**config.mk**
```make
export PLATFORM = sky130hd
export DESIGN_NAME = mode_change_sequencer
export DESIGN_NICKNAME = d
export VERILOG_FILES = /design/src/rtl/mode_change_sequencer.sv
export SDC_FILE = /design/constraint.sdc
export NUM_CORES = 1
export LEC_CHECK = 0
export ABC_AREA = 1
export CAP_MARGIN = 5
export CORE_ASPECT_RATIO = 2
export CORE_UTILIZATION = 45
export DETAILED_ROUTE_END_ITERATION = 16
export PLACE_DENSITY = 0.73
export SYNTH_ARGS = -nofsm -noshare
export SYNTH_HDL_FRONTEND = slang
export SYNTH_SLANG_ARGS = --single-unit
```
**constraint.sdc**
```tcl
create_clock -name clk -period 1.4 [get_ports clk]
set_input_delay 0.28 -clock clk [delete_from_list [all_inputs] [get_ports clk]]
set_output_delay 0.28 -clock clk [all_outputs]
set_load 0.02 [all_outputs]
```
**src/rtl/mode_change_sequencer.sv**
```systemverilog
// Debounces the mode switches and walks the output-mode FSM through a muted OFF guard before each new mode.
// Latency: 2 sync + DEBOUNCE_CYCLES to debounce, then 2 cycles direct or GUARD_CYCLES+2 via mute; no backpressure.
module mode_change_sequencer #(
  parameter int DEBOUNCE_CYCLES = 1_000_000,
  parameter int GUARD_CYCLES    = 50_000,
  parameter int SETTLE_CYCLES   = 5_000
) (
  input  logic       clk,
  input  logic       reset_n,
  input  logic [2:0] mode_sw,
  output logic [2:0] mode_select,
  output logic       mute,
  output logic       busy,
  output logic       mode_changed
);

  localparam int DW = $clog2(DEBOUNCE_CYCLES + 1);
  localparam int GW = $clog2(GUARD_CYCLES + 1);
  localparam int SW = $clog2(SETTLE_CYCLES + 1);

  localparam logic [DW-1:0] DEB_LAST    = DW'(DEBOUNCE_CYCLES - 1);
  localparam logic [DW-1:0] DEB_MAX     = DW'(DEBOUNCE_CYCLES);
  localparam logic [GW-1:0] GUARD_LAST  = GW'(GUARD_CYCLES - 1);
  localparam logic [SW-1:0] SETTLE_LAST = SW'(SETTLE_CYCLES - 1);

  typedef enum logic [1:0] {
    IDLE,
    MUTE,
    APPLY,
    SETTLE
  } state_t;

  logic [2:0]    sync1;
  logic [2:0]    sw_sync;
  logic [DW-1:0] deb_cnt;
  logic [2:0]    deb_mode;

  state_t        state;
  logic [2:0]    target;
  logic [2:0]    applied;
  logic [GW-1:0] guard_cnt;
  logic [SW-1:0] settle_cnt;

  // deb_cnt holds (cycles sw_sync has held its value) - 1; it clears on the edge sw_sync takes a new value.
  always_ff @(posedge clk or negedge reset_n) begin
    if (!reset_n) begin
      sync1    <= 3'b000;
      sw_sync  <= 3'b000;
      deb_cnt  <= '0;
      deb_mode <= 3'b000;
    end else begin
      sync1   <= mode_sw;
      sw_sync <= sync1;
      if (sync1 != sw_sync) begin
        deb_cnt <= '0;
      end else if (deb_cnt != DEB_MAX) begin
        deb_cnt <= deb_cnt + DW'(1);
      end
      if (deb_cnt == DEB_LAST) begin
        deb_mode <= sw_sync;
      end
    end
  end

  always_ff @(posedge clk or negedge reset_n) begin
    if (!reset_n) begin
      state        <= IDLE;
      target       <= 3'b000;
      applied      <= 3'b000;
      guard_cnt    <= '0;
      settle_cnt   <= '0;
      mode_select  <= 3'b000;
      mute         <= 1'b0;
      busy         <= 1'b0;
      mode_changed <= 1'b0;
    end else begin
      mode_changed <= 1'b0;
      case (state)
        IDLE: begin
          if (deb_mode != applied) begin
            target <= deb_mode;
            busy   <= 1'b1;
            // OFF and EXTRA drive nothing live, so there is nothing to mute.
            if (applied == 3'b000 || applied == 3'b100) begin
              state <= APPLY;
            end else begin
              state       <= MUTE;
              mode_select <= 3'b000;
              mute        <= 1'b1;
              guard_cnt   <= '0;
            end
          end else begin
            busy <= 1'b0;
            mute <= 1'b0;
          end
        end
        MUTE: begin
          mode_select <= 3'b000;
          if (deb_mode != target) begin
            target    <= deb_mode;
            guard_cnt <= '0;
          end else if (guard_cnt == GUARD_LAST) begin
            state <= APPLY;
          end else begin
            guard_cnt <= guard_cnt + GW'(1);
          end
        end
        APPLY: begin
          mode_select  <= target;
          applied      <= target;
          mute         <= 1'b0;
          mode_changed <= 1'b1;
          settle_cnt   <= '0;
          state        <= SETTLE;
        end
        SETTLE: begin
          // Switch changes wait here; IDLE picks up whatever deb_mode holds afterwards.
          if (settle_cnt == SETTLE_LAST) begin
            state <= IDLE;
            busy  <= 1'b0;
          end else begin
            settle_cnt <= settle_cnt + SW'(1);
          end
        end
        default: state <= IDLE;
      endcase
    end
  end

endmodule

```
==> results of run 1 <==
==> cell usage in the layout (no fill, tap or decap), types with 4 or more instances in the layout <==
master           n
a21oi_1          8
buf_4           97
buf_6           18
clkbuf_16        9
dfrtp_1         65
dfrtp_2          7
dlygate4sd2_1    6
ha_4             6
inv_1           52
inv_2           14
nand2_1        136
nand2_2         26
nand2_4          6
nand3_1         34
nand3_2         20
nand3_4          4
nand4_1         14
nor2_1          55
nor2_2          10
nor2_4           7
nor3_1           6
nor3_2           7
o21ai_0         10
o21ai_1         13
xnor2_1          5
xnor2_2          4
xor2_1          13
==> cells by family after synthesis <==
logic type      synth area share, %
compound gates                 5.86
xor+xnor                       4.94
fa+ha+maj                      2.46
buf+inv                        7.64
flops                          44.2
simple gates                   34.9
==> per-layer routing <==
metal | wire, um | part of all wire [%]
met5 | 0 | 0
met3 | 682 | 5.1
met4 | 923 | 6.9
met2 | 7380 | 56
met1 | 4300 | 32
==> sequential cells by signal (all words and copies together), names as in the netlist <==
signal / count
sync1: 3
sw_sync: 3
busy: 1
mute: 1
target: 3
deb_mode: 3
applied: 3
settle_cnt: 13
mode_select: 3
mode_changed: 1
guard_cnt: 16
state: 2
deb_cnt: 20
==> where the power goes <==
part | total [mW] | leakage [nW] | internal [mW] | switching, mW
clock | 2.36 | 0.145 | 1.43 | 0.932
sequential | 2.11 | 0.980 | 2.09 | 0.0126
combinational | 0.125 | 1.68 | 0.0417 | 0.0832
==> layout make-up <==
class | count | area [sq um] | area share (%)
tap | 100 | 125 | 2.04
timing repair buffer | 128 | 1090 | 17.7
sequential | 72 | 1810 | 29.5
clock inverter | 6 | 67.6 | 1.10
clock buffer | 10 | 239 | 3.90
inverter | 69 | 273 | 4.45
multi-input combinational | 409 | 2530 | 41.2
==> worst paths after layout <==
check / from / endpoint / cells past startpoint
worst max-delay path: state[1]$_DFFE_PN0P_ / guard_cnt[6]$_DFFE_PN0P_ / 8
worst min-delay path: reset_n / settle_cnt[6]$_DFFE_PN0P_ / 2
worst max register to register: state[1]$_DFFE_PN0P_ / guard_cnt[6]$_DFFE_PN0P_ / 8
worst min register to register: sync1[2]$_DFF_PN0_ / sw_sync[2]$_DFF_PN0_ / 0
max in group asynchronous: reset_n / deb_cnt[0]$_DFFE_PN0P_ / 2
min in group clk: mode_sw[1] / sync1[1]$_DFF_PN0_ / 1
==> critical path, cell delays in order, from the launching register on <==
cell	delay, ps
dfrtp_1	410
inv_2	120
ha_4	170
buf_4	110
nand4_1	120
buf_4	230
nor2_1	180
nand3_2	110
nand2_1	60
==> what timing repair did <==
item | 4_1_cts | 5_1_grt
cloned | 2 | 0
pin swaps | 37 | 55
setup endpoints to repair | 54 | 56
resized for setup | 82 | 106
buffers inserted | 11 | 18
==> per-stage QoR <==
stage | area, sq um | setup slack (ps) | cells
3_3_place_gp | 4930 | -80.7 | 748
4_1_cts | 5620 | -149 | 776
5_1_grt | 6130 | -249 | 794
2_1_floorplan | 4090 | -3.93 | 556
6_report | 6130 | -177 | 794
3_5_place_dp | 4930 | -158 | 748
==> summary.txt, run 1 <==
Status
  • Status: complete, but fails checks
  • Failing checks: negative hold slack, negative setup slack

Route
  • Via Count: 4462
  • WL final: 13.3 mm
  • Routed WL per cell: 16.7 um
  • ANT nets after route: 0
  • DRC: 0
  • DRC marker count from the first detailed-route iteration: 330
  • Vias/cell: 5.62
  • DRT Pass-1 Iters: 9

Clocking
  • TritonCTS Buffers: 9
  • Hold Buf Count CTS: 0
  • Clk_lat worst skew: 350 ps
  • Clk buf depth: 2
  • TritonCTS clock tree: built
  • Clk root buf: clkbuf_16
  • Clock sinks: 72
  • Reg clk slew, reported paths: 60 ps
  • H-tree depth: 3

GRT
  • Global routing usage on met1: 23.3%
  • Routing usage on met3: 4.49%
  • Global Route Usage Sum: 25.4%
  • Largest net degree at the start of global routing: 41
  • Antenna violations before repair: 0
  • Grt total ovfl: 0
  • Met2 usage: 50.3%
  • Busiest grt layer: met2
  • Vias in the first global route: 4269
  • First-pass GRT wire length: 18.8 mm

Placement
  • Post-DP HPWL: 7.64 mm
  • Routability cong.: 0.899
  • I/O Buffers: 10

Worst setup path
  • CP endpoint kind: flop
  • CP Data Required Time: 1690 ps
  • Worst reg-to-reg setup slack: -180 ps
  • Critical path class: flop to flop
  • Startpoint Class: flop
  • Max FO, Critical Path: 14
  • CP arrival: 1870 ps

Yosys
  • Post-synthesis register bit count: 72
  • Cells after Synth: 556
  • Count of different cell masters after synthesis: 30
  • Top-count cell post-synth: nand2_1
  • Yosys top cell by area: dfrtp_1
  • Top cells by area, synth: dfrtp_1 (44%), nand2_1 (15%), nand3_1 (7.0%)
  • Avg Cell Area, Syn: 7.33 sq um
  • EDFF count, synth: 0
  • Commonest cells in the netlist: nand2_1 (164), dfrtp_1 (72), nor2_1 (69)
  • Cell area after synthesis: 4080 sq um
  • Share of the synthesized area in the top cell type: 44.2%
  • Synth Flop Type: dfrtp_1
  • Post-synth ARST share: 100%
  • Seq/Total Area, Yosys: 44.2%
  • Post-Syn Nets: 569
  • Syn. warnings: 0

Cells and area
  • Final Core Density: 70.4%
  • Final net count: 702
  • Diode count: 0
  • Layout area overhead: 50.3%
  • Filler cells: 555
  • Fraction of layout cells with a size suffix above 1: 38.3%

Hold path
  • Hold Crit Class: input pin to async pin

Timing
  • Setup TNS: -3900 ps
  • RSZ-0062 raised after global routing: yes
  • Fin. Hold Viols: 21
  • Endpoints failing setup: 41
  • Setup ws final: -177 ps
  • Fmax: 0.634 GHz
  • Crit share post-route: 113%
  • Final min period: 1580 ps
  • Fin Hold WS: -18.8 ps
  • Clk_skew: 8.31 ps
  • Worst slew pin tran: 517 ps
  • Fin. max-slew vios: 0
  • Max-slew headroom: 65.6%

Floorplanning
  • # rows: 48
  • DIE AREA: 9470 sq um
  • CORE AREA: 8710 sq um
  • Die Wd: 69.3 um
  • Height of the die: 137 um
  • Initial Util: 46.8%
  • Ports: 11

Run
  • Max-Cap Viols: 0

Power and ir drop
  • Peak VDD IR: 1.04 mV
  • Design Power: 4.60 mW
  • PwrDens: 750 nW/um^2
  • Leak pwr: 2.81 nW
(Power assumes the default switching activity.)
==> inputs of run 2 (changes only) <==
--- a/config.mk
+++ b/config.mk
@@ -10,7 +10,7 @@
 export CORE_ASPECT_RATIO = 2
 export CORE_UTILIZATION = 45
 export DETAILED_ROUTE_END_ITERATION = 16
-export PLACE_DENSITY = 0.73
+export PLACE_DENSITY = 0.7
 export SYNTH_ARGS = -nofsm -noshare
 export SYNTH_HDL_FRONTEND = slang
 export SYNTH_SLANG_ARGS = --single-unit
==> constraint.sdc (replaced) <==
create_clock -name clk -period 1.95 [get_ports clk]
set_input_delay 0.39 -clock clk [delete_from_list [all_inputs] [get_ports clk]]
set_output_delay 0.39 -clock clk [all_outputs]
set_load 0.02 [all_outputs]
==> run 2 against run 1 <==
Net effect: the run now ends clean; sequential share of layout area rose by 9.8 points; flip-flop and latch count did not move; cell count is 14% lower; largest power group unchanged; highest routed layer unchanged; largest cell class unchanged; combinational power shrank 44%; die area unchanged; core utilization down 18 points; routed wire length is 32% lower; power decreased by 32%; clock skew fell by 3.2 ps; worst hold slack gained 420 ps.
==> summary.txt, run 2 (synthesized netlist as in run 1, its figures left out) <==
Worst setup path
  • FF-to-FF Start: state[1]$_DFFE_PN0P_
  • Worst reg-to-reg setup slack: 250 ps (+430 ps)
  • Reg2Reg Depth: 7 (-1)
  • CP max stage delay: 610 ps (+200 ps)
  • Buf/Inv on CP: 1 (-2)
  • Worst r2r dst: guard_cnt[1]$_DFFE_PN0P_
  • Startpoint Class: flop
  • Crit path max-delay family: buffers and inverters
  • CP endpoint kind: output pin
  • Cell Chain, Critical Path: clkdlybuf4s50_1
  • Max FO, Critical Path: 2 (-12)
  • Slowest CP cell: clkdlybuf4s50_1
  • WP depth: 1 (-7)
  • CP arrival: 1310 ps (-560 ps)
  • Critical path class: flop to output pin
  • CP Data Required Time: 1560 ps (-130 ps)

Clocking
  • TritonCTS clock tree: built
  • Clk_lat worst skew: 340 ps (about the same)
  • Hold Buf Count CTS: 1 (+1)
  • Postcts setup bufs: 0 (-11)
  • H-tree depth: 3 (unchanged)
  • Clk root buf: clkbuf_16
  • Post-CTS sizing: 0 (-100%)
  • TritonCTS Buffers: 9 (unchanged)
  • Clock sinks: 72 (unchanged)
  • Reg clk slew, reported paths: 60 ps (about the same)
  • Clk buf depth: 2 (unchanged)

Timing
  • Worst slew pin tran: 460 ps (-56.4 ps)
  • RSZ-0062 raised after global routing: no
  • Fin. max-slew vios: 0 (unchanged)
  • Crit share post-route: 87.2%
  • Fin. Hold Viols: 0 (-100%)
  • Fmax: 0.588 GHz
  • Max-slew headroom: 69.1% (+3.5 points)
  • Setup TNS: 0 ps (+3900 ps)
  • Fin Hold WS: 398 ps (+417 ps)
  • Endpoints failing setup: 0 (-100%)
  • Final min period: 1700 ps
  • Clk_skew: 5.12 ps (-3.19 ps)

Hold path
  • Hold Path Sink: sw_sync[0]$_DFF_PN0_
  • Hold Crit Class: flop to flop
  • Cell depth of the worst min-delay path: 0
  • Min-delay src: sync1[0]$_DFF_PN0_

Route
  • WL final: 9.07 mm (-32%)
  • DRC marker count from the first detailed-route iteration: 279 (-15%)
  • Via Count: 3619 (-19%)
  • ANT nets after route: 0 (unchanged)
  • Vias/cell: 5.31 (-5.6%)
  • DRC: 0 (unchanged)
  • Routed WL per cell: 13.3 um (-21%)
  • DRT Pass-1 Iters: 5 (-4)

Cells and area
  • Fraction of layout cells with a size suffix above 1: 6.01% (-32 points)
  • Register area: 1800 sq um (-0.48%)
  • Leading cell types in the layout, fill and taps excluded: nand2_1 (164), dfrtp_1 (72), nor2_1 (69)
  • Top reg by flops: deb_cnt
  • Filler cells: 816 (+47%)
  • Largest registers: deb_cnt: 20 flops, guard_cnt: 16 flops, settle_cnt: 13 flops
  • Largest register FFs: 20 (unchanged)
  • Final instance area: 4580 sq um (-25%)
  • Final net count: 590 (-16%)
  • Multi-input gate area: 1960 sq um (-22%)
  • Most common cell after layout, fill and taps aside: nand2_1
  • Layout area overhead: 12.3%
  • Diode count: 0 (unchanged)

GRT
  • Grt total ovfl: 0 (unchanged)
  • Vias in the first global route: 3591 (-16%)
  • Global Route Usage Sum: 21.2% (-4.2 points)
  • Largest net degree at the start of global routing: 33 (-20%)
  • First-pass GRT wire length: 15.7 mm (-16%)
  • Antenna violations before repair: 0 (unchanged)

Placement
  • Post-DP HPWL: 6.66 mm (-13%)
  • Routability cong.: 0.893 (-0.59%)
  • Dpl cell area: 4290 sq um (-13%)
  • I/O Buffers: 10 (unchanged)

Floorplanning
  • CORE AREA: 8710 sq um (unchanged)
  • DIE AREA: 9470 sq um (unchanged)
  • Height of the die: 137 um (unchanged)
  • Initial Util: 46.8% (unchanged)
  • Ports: 11 (unchanged)
  • Die Wd: 69.3 um (unchanged)
  • # rows: 48 (unchanged)

Power and ir drop
  • Design Power: 3.12 mW (-32%)
  • PwrDens: 682 nW/um^2 (-9.1%)
  • Peak VDD IR: 0.443 mV (-57%)
  • Leak pwr: 2.06 nW (-27%)

Status
  • Status: completed

Run
  • Max-Cap Viols: 0 (unchanged)
-- run 2: cell type report --
type	count	area share (%)
Clock buffer	9	4.92
Multi-Input combinational cell	408	42.9
Sequential cell	72	39.4
Tap cell	100	2.73
Timing Repair Buffer	17	3.28
Clock inverter	7	1.18
Inverter	69	5.66
-- run 2: layer usage --
layer | vias up | track usage [%] | routed length (um)
li1 | 1815 | - | -
met1 | 1684 | 20.2 | 3400
met2 | 94 | 40.9 | 5030
met3 | 26 | 3.53 | 278
met4 | 0 | 13.6 | 361
met5 | - | 0 | 0
-- run 2: worst max-delay path by stage --
stage | endpoint | startpoint | slack (ps)
floorplan | guard_cnt[12]$_DFFE_PN0P_ | state[0]$_DFFE_PN0P_ | 450
global placement | guard_cnt[1]$_DFFE_PN0P_ | guard_cnt[0]$_DFFE_PN0P_ | 290
detailed placement | guard_cnt[1]$_DFFE_PN0P_ | guard_cnt[0]$_DFFE_PN0P_ | 280
CTS | busy | busy$_DFFE_PN0P_ | 230
global route | guard_cnt[1]$_DFFE_PN0P_ | guard_cnt[0]$_DFFE_PN0P_ | 50
finish | busy | busy$_DFFE_PN0P_ | 250
-- run 2: through the flow --
step | setup WS (ps) | util (%) | instances
after detailed placement | 277 | 49.3 | 665
after floorplan | 451 | - | 556
final | 249 | 52.6 | 682
after CTS | 231 | 52.6 | 682
after global placement | 292 | 49.3 | 665
after global routing | 52.6 | 52.6 | 682
-- run 2: power breakdown --
group          total (mW)  switching (mW)  internal (mW)
sequential           1.51         0.00756           1.50
combinational      0.0706          0.0495         0.0211
clock                1.54           0.671          0.868
total                3.12           0.728           2.39
==> inputs of run 3 (changes only) <==
--- a/config.mk
+++ b/config.mk
@@ -10,7 +10,8 @@
 export CORE_ASPECT_RATIO = 2
 export CORE_UTILIZATION = 45
 export DETAILED_ROUTE_END_ITERATION = 16
-export PLACE_DENSITY = 0.7
+export PLACE_DENSITY = 0.66
+export SKIP_LAST_GASP = 1
 export SYNTH_ARGS = -nofsm -noshare
 export SYNTH_HDL_FRONTEND = slang
 export SYNTH_SLANG_ARGS = --single-unit
==> run 3 against run 2 <==
Net effect: critical path depth is the same; maximum frequency shrank 0.26%; routed wire length grew 3.4%; largest cell class unchanged; highest routed layer unchanged.
==> summary.txt, run 3 (synthesized netlist as in run 1, its figures left out) <==
GRT
  • Global Route Usage Sum: 21.8% (+0.61 points)
  • Vias in the first global route: 3597 (+0.17%)
  • First-pass GRT wire length: 16.2 mm (+3.0%)
  • Largest net degree at the start of global routing: 40 (+21%)
  • Antenna violations before repair: 0 (unchanged)
  • Grt total ovfl: 0 (unchanged)

Timing
  • Max-slew headroom: 65.7% (-3.4 points)
  • Worst slew pin tran: 514 ps (+54.0 ps)
  • Final min period: 1710 ps (+4.40 ps)
  • Endpoints failing setup: 0 (unchanged)
  • Fin. max-slew vios: 0 (unchanged)
  • Setup TNS: 0 ps (unchanged)
  • Clk_skew: 4.11 ps (-1.01 ps)
  • Crit share post-route: 87.5% (+0.23 points)
  • RSZ-0062 raised after global routing: no
  • Setup ws final: 245 ps (-4.40 ps)
  • Fin. Hold Viols: 0 (unchanged)
  • Fmax: 0.586 GHz (-0.26%)

Route
  • WL final: 9.37 mm (+3.4%)
  • Vias/cell: 5.19 (-2.2%)
  • Via Count: 3539 (-2.2%)
  • ANT nets after route: 0 (unchanged)
  • DRT Pass-1 Iters: 5 (unchanged)
  • Routed WL per cell: 13.7 um (+3.4%)
  • DRC: 0 (unchanged)
  • DRC marker count from the first detailed-route iteration: 205 (-27%)

Clocking
  • Postcts setup bufs: 0 (unchanged)
  • Reg clk slew, reported paths: 60 ps (about the same)
  • Clk root buf: clkbuf_16
  • TritonCTS clock tree: built
  • Clk_lat worst skew: 330 ps (about the same)
  • Clock sinks: 72 (unchanged)
  • H-tree depth: 3 (unchanged)
  • TritonCTS Buffers: 9 (unchanged)
  • Clk buf depth: 2 (unchanged)

Cells and area
  • Leading cell types in the layout, fill and taps excluded: nand2_1 (163), dfrtp_1 (72), nor2_1 (69)
  • Top reg by flops: deb_cnt
  • Most common cell after layout, fill and taps aside: nand2_1
  • Layout area overhead: 14.5%
  • Largest register FFs: 20 (unchanged)
  • Final Core Density: 53.6% (+1.0 points)
  • Diode count: 0 (unchanged)
  • Fraction of layout cells with a size suffix above 1: 6.36% (+0.34 points)
  • Largest registers: deb_cnt: 20 flops, guard_cnt: 16 flops, settle_cnt: 13 flops
  • Non-Filler Instances: 682 (unchanged)
  • Filler cells: 840 (+2.9%)
  • Final net count: 590 (unchanged)

Placement
  • Post-DP HPWL: 7.08 mm (+6.2%)
  • I/O Buffers: 10 (unchanged)
  • Routability cong.: 0.904 (+1.1%)
  • Placement Setup Slack: 243 ps (-33.5 ps)
  • Placed insts: 666 (+0.15%)

Floorplanning
  • Initial Util: 46.8% (unchanged)
  • # rows: 48 (unchanged)
  • Ports: 11 (unchanged)
  • DIE AREA: 9470 sq um (unchanged)
  • Height of the die: 137 um (unchanged)
  • Die Wd: 69.3 um (unchanged)
  • CORE AREA: 8710 sq um (unchanged)

Worst setup path
  • Buf/Inv on CP: 1 (unchanged)
  • Startpoint Class: flop
  • CP endpoint kind: output pin
  • Cell Chain, Critical Path: clkdlybuf4s50_1
  • CP Data Required Time: 1560 ps (about the same)
  • Max FO, Critical Path: 2 (unchanged)
  • CP max stage delay: 610 ps (about the same)
  • Crit path max-delay family: buffers and inverters
  • Critical path class: flop to output pin
  • CP arrival: 1320 ps (about the same)
  • Slowest CP cell: clkdlybuf4s50_1

Status
  • Status: completed

Hold path
  • Hold Crit Class: input pin to async pin

Run
  • Max-Cap Viols: 0 (unchanged)

Power and ir drop
  • Peak VDD IR: 0.579 mV (+31%)
  • Leak pwr: 2.10 nW (+2.3%)
  • PwrDens: 754 nW/um^2 (+11%)
  • Design Power: 3.52 mW (+13%)
[run 3: through the flow]
| step | hold WS, ps | area [sq um] |
|---|---|---|
| global route | 56.4 | 4670 |
| finish | 22.3 | 4670 |
| CTS | 48.8 | 4660 |
| detailed placement | 385 | 4310 |
| global placement | 379 | 4310 |
| floorplan | 94.4 | 4080 |
[run 3: timing repair]
item / 4_1_cts / 5_1_grt
hold buffers: 0 / 0
setup endpoints to repair: 0 / 1
gates resized for setup: 0 / 1
[run 3: power breakdown]
part	switching [mW]	leakage (nW)	internal, mW	total (mW)
clock network	0.671	0.168	1.26	1.94
registers	0.00729	0.992	1.50	1.51
logic	0.0493	0.943	0.0230	0.0723
total	0.727	2.10	2.79	3.52
[run 3: routing by layer]
layer	GRT usage [%]	vias to the layer above	part of all wire, %
li1	-	1814	-
met1	21.1	1637	37
met2	42.1	65	58
met3	4.34	23	2.1
met4	12.0	0	3.2
met5	0	-	0
[run 3: area by class of cell]
cell class              count  area, sq um  area share, %
clock buffers               9          225           4.83
clock inverters             7          126           2.71
flip-flops and latches     72         1800           38.6
repair buffers             17          163           3.49
well taps                 100          125           2.68
multi-input cells         408         1970           42.1
inverters                  69          259           5.55
[run 3: path summary, 6_finish.rpt]
kind                                     startpoint  slack [ps]                        to  depth (start not counted)
min reg2reg                      sync1[1]$_DFF_PN0_         390      sw_sync[1]$_DFF_PN0_                          0
max in group asynchronous                   reset_n        1380   deb_cnt[17]$_DFFE_PN0P_                          2
min                                         reset_n          20  guard_cnt[7]$_DFFE_PN0P_                          1
max                                busy$_DFFE_PN0P_         240                      busy                          1
max reg2reg                guard_cnt[1]$_DFFE_PN0P_         260  guard_cnt[2]$_DFFE_PN0P_                          9
min in group clk                 sync1[1]$_DFF_PN0_         390      sw_sync[1]$_DFF_PN0_                          0
